==> config.mk <==
export PLATFORM = sky130hd
export DESIGN_NAME = dpram_access_arbiter
export DESIGN_NICKNAME = d
export VERILOG_FILES = /design/src/rtl/dpram_access_arbiter.sv
export SDC_FILE = /design/constraint.sdc
export NUM_CORES = 1
export LEC_CHECK = 0
export BUFFER_PORTS_ARGS = -buffer_cell sky130_fd_sc_hd__buf_2
export CORE_AREA = 2 2 160 162
export CTS_CLUSTER_DIAMETER = 40
export DETAILED_ROUTE_END_ITERATION = 6
export DIE_AREA = 0 0 162 164
export GPL_TIMING_DRIVEN = 0
export MAX_ROUTING_LAYER = met4
export PLACE_DENSITY_LB_ADDON = 0.25
export SLEW_MARGIN = 5
export SYNTH_ARGS = -nofsm -noshare
export SYNTH_HDL_FRONTEND = slang
export SYNTH_SLANG_ARGS = --single-unit
==> constraint.sdc <==
create_clock -name clk -period 2.34 [get_ports clk]
set_input_delay 0.351 -clock clk [delete_from_list [all_inputs] [get_ports clk]]
set_output_delay 0.351 -clock clk [all_outputs]
set_load 0.03 [all_outputs]
==> src/rtl/dpram_access_arbiter.sv <==
// Round-robin arbiter sharing the write and read ports of dual_port_ram between two requesters each.
// Optional RAW_BYPASS_EN: read data collides with a same-cycle write to the same address -> return the new data.
module dpram_access_arbiter #(
    parameter int ADDR_W = 12,
    parameter int DATA_W = 64
) (
    input  logic                  clk,
    input  logic                  rst_n,
    input  logic [1:0]            wr_req,
    input  logic [2*ADDR_W-1:0]   wr_addr,
    input  logic [2*DATA_W-1:0]   wr_data,
    output logic [1:0]            wr_gnt,
    input  logic [1:0]            rd_req,
    input  logic [2*ADDR_W-1:0]   rd_addr,
    output logic [1:0]            rd_gnt,
    output logic [DATA_W-1:0]     rd_data,
    output logic                  rd_valid,
    output logic                  rd_id,
    output logic                  ram_wr,
    output logic [ADDR_W-1:0]     ram_wr_add,
    output logic [DATA_W-1:0]     ram_in,
    output logic                  ram_rd,
    output logic [ADDR_W-1:0]     ram_rd_add,
    input  logic [DATA_W-1:0]     ram_out
);

    // Pointer names the requester favoured when both are active.
    function automatic logic [1:0] rr_grant(input logic [1:0] req, input logic ptr);
        logic [1:0] gnt;
        gnt = 2'b00;
        case (req)
            2'b01:   gnt = 2'b01;
            2'b10:   gnt = 2'b10;
            2'b11:   gnt = ptr ? 2'b10 : 2'b01;
            default: gnt = 2'b00;
        endcase
        return gnt;
    endfunction

    logic              wr_ptr_r;
    logic              rd_ptr_r;
    logic [1:0]        wr_gnt_s;
    logic [1:0]        rd_gnt_s;
    logic [ADDR_W-1:0] wr_sel_add_s;
    logic [DATA_W-1:0] wr_sel_data_s;
    logic [ADDR_W-1:0] rd_sel_add_s;
    logic              ram_wr_r;
    logic [ADDR_W-1:0] ram_wr_add_r;
    logic [DATA_W-1:0] ram_in_r;
    logic              ram_rd_r;
    logic [ADDR_W-1:0] ram_rd_add_r;
    logic              rd_id_p1_r;
    logic              rd_valid_r;
    logic              rd_id_r;
    logic [DATA_W-1:0] rd_hold_r;
    logic [DATA_W-1:0] rd_src_s;
    logic [DATA_W-1:0] rd_data_s;

    // Grant decode and granted-requester payload selection.
    always_comb begin
        wr_gnt_s      = rr_grant(wr_req, wr_ptr_r);
        rd_gnt_s      = rr_grant(rd_req, rd_ptr_r);
        wr_sel_add_s  = wr_gnt_s[1] ? wr_addr[ADDR_W +: ADDR_W] : wr_addr[0 +: ADDR_W];
        wr_sel_data_s = wr_gnt_s[1] ? wr_data[DATA_W +: DATA_W] : wr_data[0 +: DATA_W];
        rd_sel_add_s  = rd_gnt_s[1] ? rd_addr[ADDR_W +: ADDR_W] : rd_addr[0 +: ADDR_W];
    end

    // Round-robin pointers: after a grant the other requester is favoured.
    always_ff @(posedge clk or negedge rst_n) begin
        if (!rst_n) begin
            wr_ptr_r <= 1'b0;
            rd_ptr_r <= 1'b0;
        end else begin
            if (|wr_gnt_s) wr_ptr_r <= wr_gnt_s[0];
            if (|rd_gnt_s) rd_ptr_r <= rd_gnt_s[0];
        end
    end

    // RAM-side write and read command registers.
    always_ff @(posedge clk or negedge rst_n) begin
        if (!rst_n) begin
            ram_wr_r     <= 1'b0;
            ram_wr_add_r <= {ADDR_W{1'b0}};
            ram_in_r     <= {DATA_W{1'b0}};
            ram_rd_r     <= 1'b0;
            ram_rd_add_r <= {ADDR_W{1'b0}};
            rd_id_p1_r   <= 1'b0;
        end else begin
            ram_wr_r <= |wr_gnt_s;
            ram_rd_r <= |rd_gnt_s;
            if (|wr_gnt_s) begin
                ram_wr_add_r <= wr_sel_add_s;
                ram_in_r     <= wr_sel_data_s;
            end
            if (|rd_gnt_s) begin
                ram_rd_add_r <= rd_sel_add_s;
                rd_id_p1_r   <= rd_gnt_s[1];
            end
        end
    end

`ifdef RAW_BYPASS_EN
    logic              col_r;
    logic [DATA_W-1:0] byp_data_r;

    // Remember a same-address write/read pair so the read returns the new data.
    always_ff @(posedge clk or negedge rst_n) begin
        if (!rst_n) begin
            col_r      <= 1'b0;
            byp_data_r <= {DATA_W{1'b0}};
        end else begin
            col_r      <= ram_wr_r && ram_rd_r && (ram_wr_add_r == ram_rd_add_r);
            byp_data_r <= ram_in_r;
        end
    end

    assign rd_src_s = col_r ? byp_data_r : ram_out;
`else
    assign rd_src_s = ram_out;
`endif

    // Return stage: RAM output arrives the cycle after the read is sampled.
    always_ff @(posedge clk or negedge rst_n) begin
        if (!rst_n) begin
            rd_valid_r <= 1'b0;
            rd_id_r    <= 1'b0;
            rd_hold_r  <= {DATA_W{1'b0}};
        end else begin
            rd_valid_r <= ram_rd_r;
            if (ram_rd_r) rd_id_r <= rd_id_p1_r;
            if (rd_valid_r) rd_hold_r <= rd_src_s;
        end
    end

    // ram_out is only valid in the return cycle, so the data path is a mux against the hold register.
    always_comb begin
        rd_data_s = rd_hold_r;
        if (rd_valid_r) begin
            rd_data_s = rd_src_s;
        end else begin
            rd_data_s = rd_hold_r;
        end
    end

    assign wr_gnt     = wr_gnt_s;
    assign rd_gnt     = rd_gnt_s;
    assign ram_wr     = ram_wr_r;
    assign ram_wr_add = ram_wr_add_r;
    assign ram_in     = ram_in_r;
    assign ram_rd     = ram_rd_r;
    assign ram_rd_add = ram_rd_add_r;
    assign rd_valid   = rd_valid_r;
    assign rd_id      = rd_id_r;
    assign rd_data    = rd_data_s;

endmodule

==> flow_metrics.env, run 1 <==
export IMPL_synth_xor_area_share_pct=0
export IMPL_drc=0
export IMPL_core_mm2=0.02482
export IMPL_setup_viol=0
export IMPL_grt_max_degree=99
export IMPL_dr_pass1_iters=4
export IMPL_ys_warn_count=0
export IMPL_die_area_mm2=0.02657
export IMPL_synth_edf_count=0
export IMPL_synth_adder_area_share_pct=0
export IMPL_cts_buffers=17
export IMPL_start_util_pct=30.05
export IMPL_netlist_area_mm2=0.007458
export IMPL_hold_path_class="in -> reg"
export IMPL_period_share_pct=93.48
export IMPL_synth_nets=886
export IMPL_p_sw_share_pct=33.50
export IMPL_whs_ns=0.1544
export IMPL_final_common_cell="buf_2"
export IMPL_rsz0062_at_grt="no"
export IMPL_end_kind="output pin"
export IMPL_critical_path_class="reg -> out"
export IMPL_drive_above_1_share_pct=59.53
export IMPL_synthMuxAreaShare_pct=21.29
export IMPL_avgSynthCellArea_um2=11.65
export IMPL_num_nets_final=1308
export IMPL_synth_ff_type="dfrtp_1"
export IMPL_ys_ff_latch=159
export IMPL_grt_pass1_vias=6674
export IMPL_ir_worst_vdd_uv=336.4
export IMPL_p_total_mw=8.419
export IMPL_cp_startpoint="wr_ptr_r$_DFFE_PN0P_"
export IMPL_gp_congestion=0.8435
export IMPL_critPathMaxFanout=10
export IMPL_comb_power_share_pct=26.2
export IMPL_min_period_ns=2.188
export IMPL_grt_pass1_wl_um=37320
export IMPL_dp_hpwl_um=18970
export IMPL_max_freq_ghz=0.4571
export IMPL_synth_distinct_cells=23
export IMPL_overflow=0
export IMPL_status="finished clean"
export IMPL_seq_area_frac_synth_pct=53.35
export IMPL_io_pins=406
export IMPL_worst_slew_pin_slew_ns=0.7053
export IMPL_row_count=58
export IMPL_grt_util_all_layers_pct=18.73
export IMPL_drv_cap=0
export IMPL_pwr_share_clk_pct=35.8
export IMPL_regToRegStartpoint="wr_ptr_r$_DFFE_PN0P_"
export IMPL_drt_iter0_drc=271
export IMPL_hp_start="wr_data[69]"
export IMPL_post_cts_buffers=0
export IMPL_wl_per_cell_um=17.57
export IMPL_n_fill_cell=2504
export IMPL_layout_common_cells="420 x buf_2, 158 x dfrtp_1, 141 x mux2_2"
export IMPL_die_x_um=162
export IMPL_critical_path_arrival_ns=1.84
export IMPL_fp_dieH_um=164
export IMPL_leakagePower_nw=5.187
export IMPL_seq_power_share_pct=38.0
export IMPL_cp_start_kind="flip-flop"
export IMPL_htreeDepth=4
export IMPL_cts_clk_slew_worst_paths_ns=0.07
export IMPL_cellPowerDensity_mw_per_mm2=796.9
export IMPL_cts_path_max_buffers=2
export IMPL_power_switching_mw=2.821
export IMPL_insertion_delay_ns=0.42
export IMPL_synth_cells=640
export IMPL_via_per_inst=4.626
export IMPL_stdcell_area_mm2=0.01057
export IMPL_synth_compound_area_share_pct=15.70
export IMPL_io_buffers=402
export IMPL_area_growth_pct=41.65
export IMPL_cts_tree="done"
export IMPL_synth_top_family_by_area="multiplexers"
export IMPL_slew_viol_final=0
export IMPL_cp_required_ns=1.99
export IMPL_totalNegativeSetupSlack_ns=0
export IMPL_intPower_mw=5.598
export IMPL_detail_route_antenna_nets=0
export IMPL_finalClockSkew_ns=0.01128
export IMPL_synthArstFlopShare_pct=100.0
export IMPL_synthSimpleGateAreaFrac_pct=2.131
export IMPL_cts_root_buffer="clkbuf_16"
export IMPL_clock_sinks=159
export IMPL_vias=6527
export IMPL_dpl_cell_area_mm2=0.009921
export IMPL_relSlewSlack_pct=52.98
export IMPL_antenna_found_initial=6
export IMPL_hold_viol=0
export IMPL_routed_wl_um=24790
==> Yosys cell counts, types with 3 or more instances <==
| cell type | n | share of area [%] |
|---|---|---|
| a211oi_1 | 12 | 1.2 |
| a21oi_1 | 46 | 3.1 |
| a21oi_2 | 30 | 3.5 |
| buf_1 | 4 | 0.20 |
| buf_2 | 19 | 1.3 |
| buf_4 | 3 | 0.30 |
| buf_6 | 6 | 0.91 |
| clkbuf_1 | 16 | 0.81 |
| dfrtp_1 | 159 | 53 |
| inv_1 | 79 | 4.0 |
| mux2_2 | 141 | 21 |
| nor2_1 | 14 | 0.70 |
| nor2b_1 | 12 | 1.0 |
| o22ai_1 | 88 | 7.4 |
==> worst paths after layout <==
check / cells after the start / slack [ns] / end
max in group asynchronous: 3 / 0.97 / rd_valid$_DFF_PN0_
min in group asynchronous: 2 / 0.46 / ram_in[26]$_DFFE_PN0P_
min: 3 / 0.15 / ram_in[5]$_DFFE_PN0P_
max: 6 / 0.15 / wr_gnt[1]
max reg2reg: 6 / 0.63 / ram_in[47]$_DFFE_PN0P_
min reg2reg: 0 / 0.41 / rd_valid$_DFF_PN0_
==> per-stage QoR <==
| step | worst slack (ns) | utilization, % | cells |
|---|---|---|---|
| 2_1_floorplan | 0.3320 | - | 640 |
| 3_3_place_gp | -1.814 | 39.82 | 1372 |
| 3_5_place_dp | 0.2435 | 39.97 | 1373 |
| 4_1_cts | 0.1077 | 42.51 | 1405 |
| 5_1_grt | 0.05734 | 42.57 | 1411 |
| 6_report | 0.1525 | 42.57 | 1411 |
==> cells by family after synthesis <==
family | Yosys count
muxes | 141
AOI/OAI and AO/OA | 181
DFF | 159
and+or+nand+nor | 31
buffers and inverters | 128
==> critical path: stages, from the launching register on <==
cell	delay [ns]
dfrtp_1	0.38
nand2b_2	0.18
buf_6	0.13
and2_1	0.14
clkbuf_2	0.17
buf_2	0.22
buf_2	0.20
==> area by class of cell <==
type	instances	area (um^2)	area share, %
multi-input combinational	353	2918	27.62
sequential	159	3980	37.67
antenna	6	15.01	0.1421
buffer	48	261.5	2.475
tap	330	412.9	3.908
timing repair buffer	404	2059	19.49
clock inverter	15	196.4	1.859
inverter	79	296.5	2.807
clock buffer	17	425.4	4.027
==> repair_timing <==
item	in CTS	in global routing
setup endpoints to repair	60	0
hold buffers	1	0
resized for setup	1	0
endpoints found under the hold margin	61	0
==> power by group through the flow <==
stage	Combinational, mW	Sequential (mW)	Clock [mW]
after floorplan	0.978	3.66	0
after global placement	2.21	3.24	0
after detailed placement	2.23	3.25	0
after CTS	2.23	3.20	3.11
after global routing	2.37	3.23	3.23
final	2.21	3.20	3.02
==> registers in the layout, summed over array words and instances, names as in the netlist <==
| signal | flops |
|---|---|
| ram_in | 64 |
| rd_hold_r | 64 |
| ram_rd_add | 12 |
| ram_wr_add | 12 |
| ram_rd | 1 |
| ram_wr | 1 |
| rd_id | 1 |
| rd_id_p1_r | 1 |
| rd_ptr_r | 1 |
| rd_valid | 1 |
| wr_ptr_r | 1 |
==> routing by layer <==
layer / part of all wire [%] / track usage, %
met2: 49 / 31.10
met1: 42 / 22.31
met5: 0 / -
met4: 2.7 / 6.758
met3: 6.8 / 4.419
Power figures use the tool's default switching activity.
==> run 2: changes to the inputs <==
--- a/config.mk
+++ b/config.mk
@@ -7,8 +7,8 @@
 export LEC_CHECK = 0
 export BUFFER_PORTS_ARGS = -buffer_cell sky130_fd_sc_hd__buf_2
-export CORE_AREA = 2 2 160 162
+export CORE_AREA = 2 2 158 160
 export CTS_CLUSTER_DIAMETER = 40
 export DETAILED_ROUTE_END_ITERATION = 6
-export DIE_AREA = 0 0 162 164
+export DIE_AREA = 0 0 160 162
 export GPL_TIMING_DRIVEN = 0
 export MAX_ROUTING_LAYER = met4
==> constraint.sdc (replaced) <==
create_clock -name clk -period 2.34 [get_ports clk]
set_input_delay 0.117 -clock clk [delete_from_list [all_inputs] [get_ports clk]]
set_output_delay 0.117 -clock clk [all_outputs]
set_load 0.03 [all_outputs]
==> flow_metrics.env, run 2 (synthesized netlist as in run 1, its figures left out) <==
export IMPL_status="finished clean"
export IMPL_dr_pass1_iters=4
export IMPL_drive_above_1_share_pct=48.93
export IMPL_dpl_cell_area_mm2=0.009913
export IMPL_relSlewSlack_pct=54.20
export IMPL_regToRegStartpoint="rd_ptr_r$_DFFE_PN0P_"
export IMPL_critPathMostFrequentCell="dlygate4sd3_1"
export IMPL_dp_hpwl_um=17850
export IMPL_io_pins=406
export IMPL_start_util_pct=30.94
export IMPL_comb_power_share_pct=30.5
export IMPL_routed_wl_um=26620
export IMPL_ir_worst_vdd_uv=480.5
export IMPL_critical_path_arrival_ns=2.55
export IMPL_cpPeakStageDelay_ns=0.58
export IMPL_drt_iter0_drc=340
export IMPL_gp_congestion=0.7850
export IMPL_slew_viol_final=0
export IMPL_via_per_inst=4.644
export IMPL_core_mm2=0.02411
export IMPL_cellPowerDensity_mw_per_mm2=684.2
export IMPL_period_share_pct=95.64
export IMPL_intPower_mw=5.878
export IMPL_cp_start_kind="flip-flop"
export IMPL_clock_sinks=159
export IMPL_slowest_stage="dlygate4sd3_1"
export IMPL_cts_tree="done"
export IMPL_dp_slack_ns=0.4268
export IMPL_io_buffers=402
export IMPL_drv_cap=0
export IMPL_finalClockSkew_ns=0.01054
export IMPL_stdcell_area_mm2=0.01282
export IMPL_hold_viol=0
export IMPL_p_sw_share_pct=33.01
export IMPL_fin_ws_ns=0.1021
export IMPL_hp_start="wr_data[14]"
export IMPL_wl_per_cell_um=16.33
export IMPL_detail_route_antenna_nets=0
export IMPL_fp_dieH_um=162
export IMPL_min_period_ns=2.238
export IMPL_power_switching_mw=2.896
export IMPL_cts_buffers=17
export IMPL_grt_pass1_vias=7986
export IMPL_max_freq_ghz=0.4469
export IMPL_cts_clk_slew_worst_paths_ns=0.08
export IMPL_critPathMaxFanout=10
export IMPL_drc=0
export IMPL_layout_common_cells="420 x buf_2, 231 x dlygate4sd3_1, 159 x dfrtp_1"
export IMPL_grt_pass1_wl_um=41590
export IMPL_num_nets_final=1537
export IMPL_leakagePower_nw=6.146
export IMPL_rsz0062_at_grt="no"
export IMPL_cp_cell_sequence="nand2_1 -> buf_2 -> o22ai_1 -> dlygate4sd3_1 -> nor2_1 -> dlygate4sd3_1"
export IMPL_grt_max_degree=88
export IMPL_die_x_um=160
export IMPL_insertion_delay_ns=0.42
export IMPL_pwr_share_clk_pct=33.0
export IMPL_area_growth_pct=71.93
export IMPL_critical_path_class="reg -> reg"
export IMPL_hold_path_class="in -> reg"
export IMPL_cts_path_max_buffers=2
export IMPL_overflow=0
export IMPL_cp_startpoint="rd_ptr_r$_DFFE_PN0P_"
export IMPL_row_count=57
export IMPL_cts_root_buffer="clkbuf_16"
export IMPL_vias=7570
export IMPL_antenna_found_initial=2
export IMPL_die_area_mm2=0.02592
export IMPL_htreeDepth=4
export IMPL_cp_required_ns=2.65
export IMPL_final_common_cell="buf_2"
export IMPL_end_kind="flip-flop"
export IMPL_setup_viol=0
export IMPL_seq_power_share_pct=36.5
export IMPL_grt_util_all_layers_pct=20.79
export IMPL_worst_slew_pin_slew_ns=0.6870
run 2: worst paths after layout:
path	to	slack [ns]	cells after the start
max reg2reg	ram_rd_add[7]$_DFFE_PN0P_	0.10	6
max	ram_rd_add[7]$_DFFE_PN0P_	0.10	6
min reg2reg	rd_valid$_DFF_PN0_	0.42	0
min	ram_in[14]$_DFFE_PN0P_	0.02	3
min in group asynchronous	ram_rd_add[5]$_DFFE_PN0P_	0.28	2
max in group asynchronous	ram_in[25]$_DFFE_PN0P_	1.20	3
run 2: final cells by class:
| cell class | instances | area [um^2] |
|---|---|---|
| multi-input cells | 353 | 2918 |
| fillers | 2174 | 11280 |
| clock inverters | 14 | 171.4 |
| clock buffers | 18 | 429.2 |
| flip-flops and latches | 159 | 3979 |
| diodes | 2 | 5.005 |
| well taps | 324 | 405.4 |
| repair buffers | 634 | 4362 |
| inverters | 79 | 296.5 |
| plain buffers | 47 | 257.7 |
run 2: timing repair:
item / CTS / global route
hold buffers: 231 / 0
endpoints found under the setup margin: 6 / 9
setup buffers: 0 / 0
endpoints found under the hold margin: 239 / 0
gates resized for setup: 0 / 3
pin swaps: 0 / 0
run 2: critical path, delay by kind of cell, from the launching register on:
family | cells | cell delay [ns]
buffers and inverters | 3 | 1.38
DFF | 1 | 0.39
and+or+nand+nor | 2 | 0.18
AOI/OAI and AO/OA | 1 | 0.17
run 2: metal layers:
metal	share of wire, %	GRT usage, %
met1	40	23.81
met3	6.7	5.184
met4	2.4	6.921
met2	50	35.83
met5	0	-
run 2: stage by stage:
stage	hold WS [ns]	total power, mW	cells	utilization, %	setup TNS [ns]
2_1_floorplan	-0.1786	4.643	640	-	0
3_3_place_gp	0.3490	5.424	1366	40.97	-233.63
3_5_place_dp	0.1673	5.461	1367	41.12	0
4_1_cts	0.0003829	8.856	1629	53.19	0
5_1_grt	0.01096	9.223	1630	53.20	0
6_report	0.01640	8.774	1630	53.20	0
run 2: power groups by stage:
| stage | registers, mW | logic (mW) | clock network (mW) |
|---|---|---|---|
| 4_1_cts | 3.20 | 2.66 | 2.99 |
| 5_1_grt | 3.24 | 2.85 | 3.13 |
| 2_1_floorplan | 3.66 | 0.978 | 0 |
| 6_report | 3.20 | 2.67 | 2.90 |
| 3_3_place_gp | 3.24 | 2.19 | 0 |
| 3_5_place_dp | 3.24 | 2.22 | 0 |
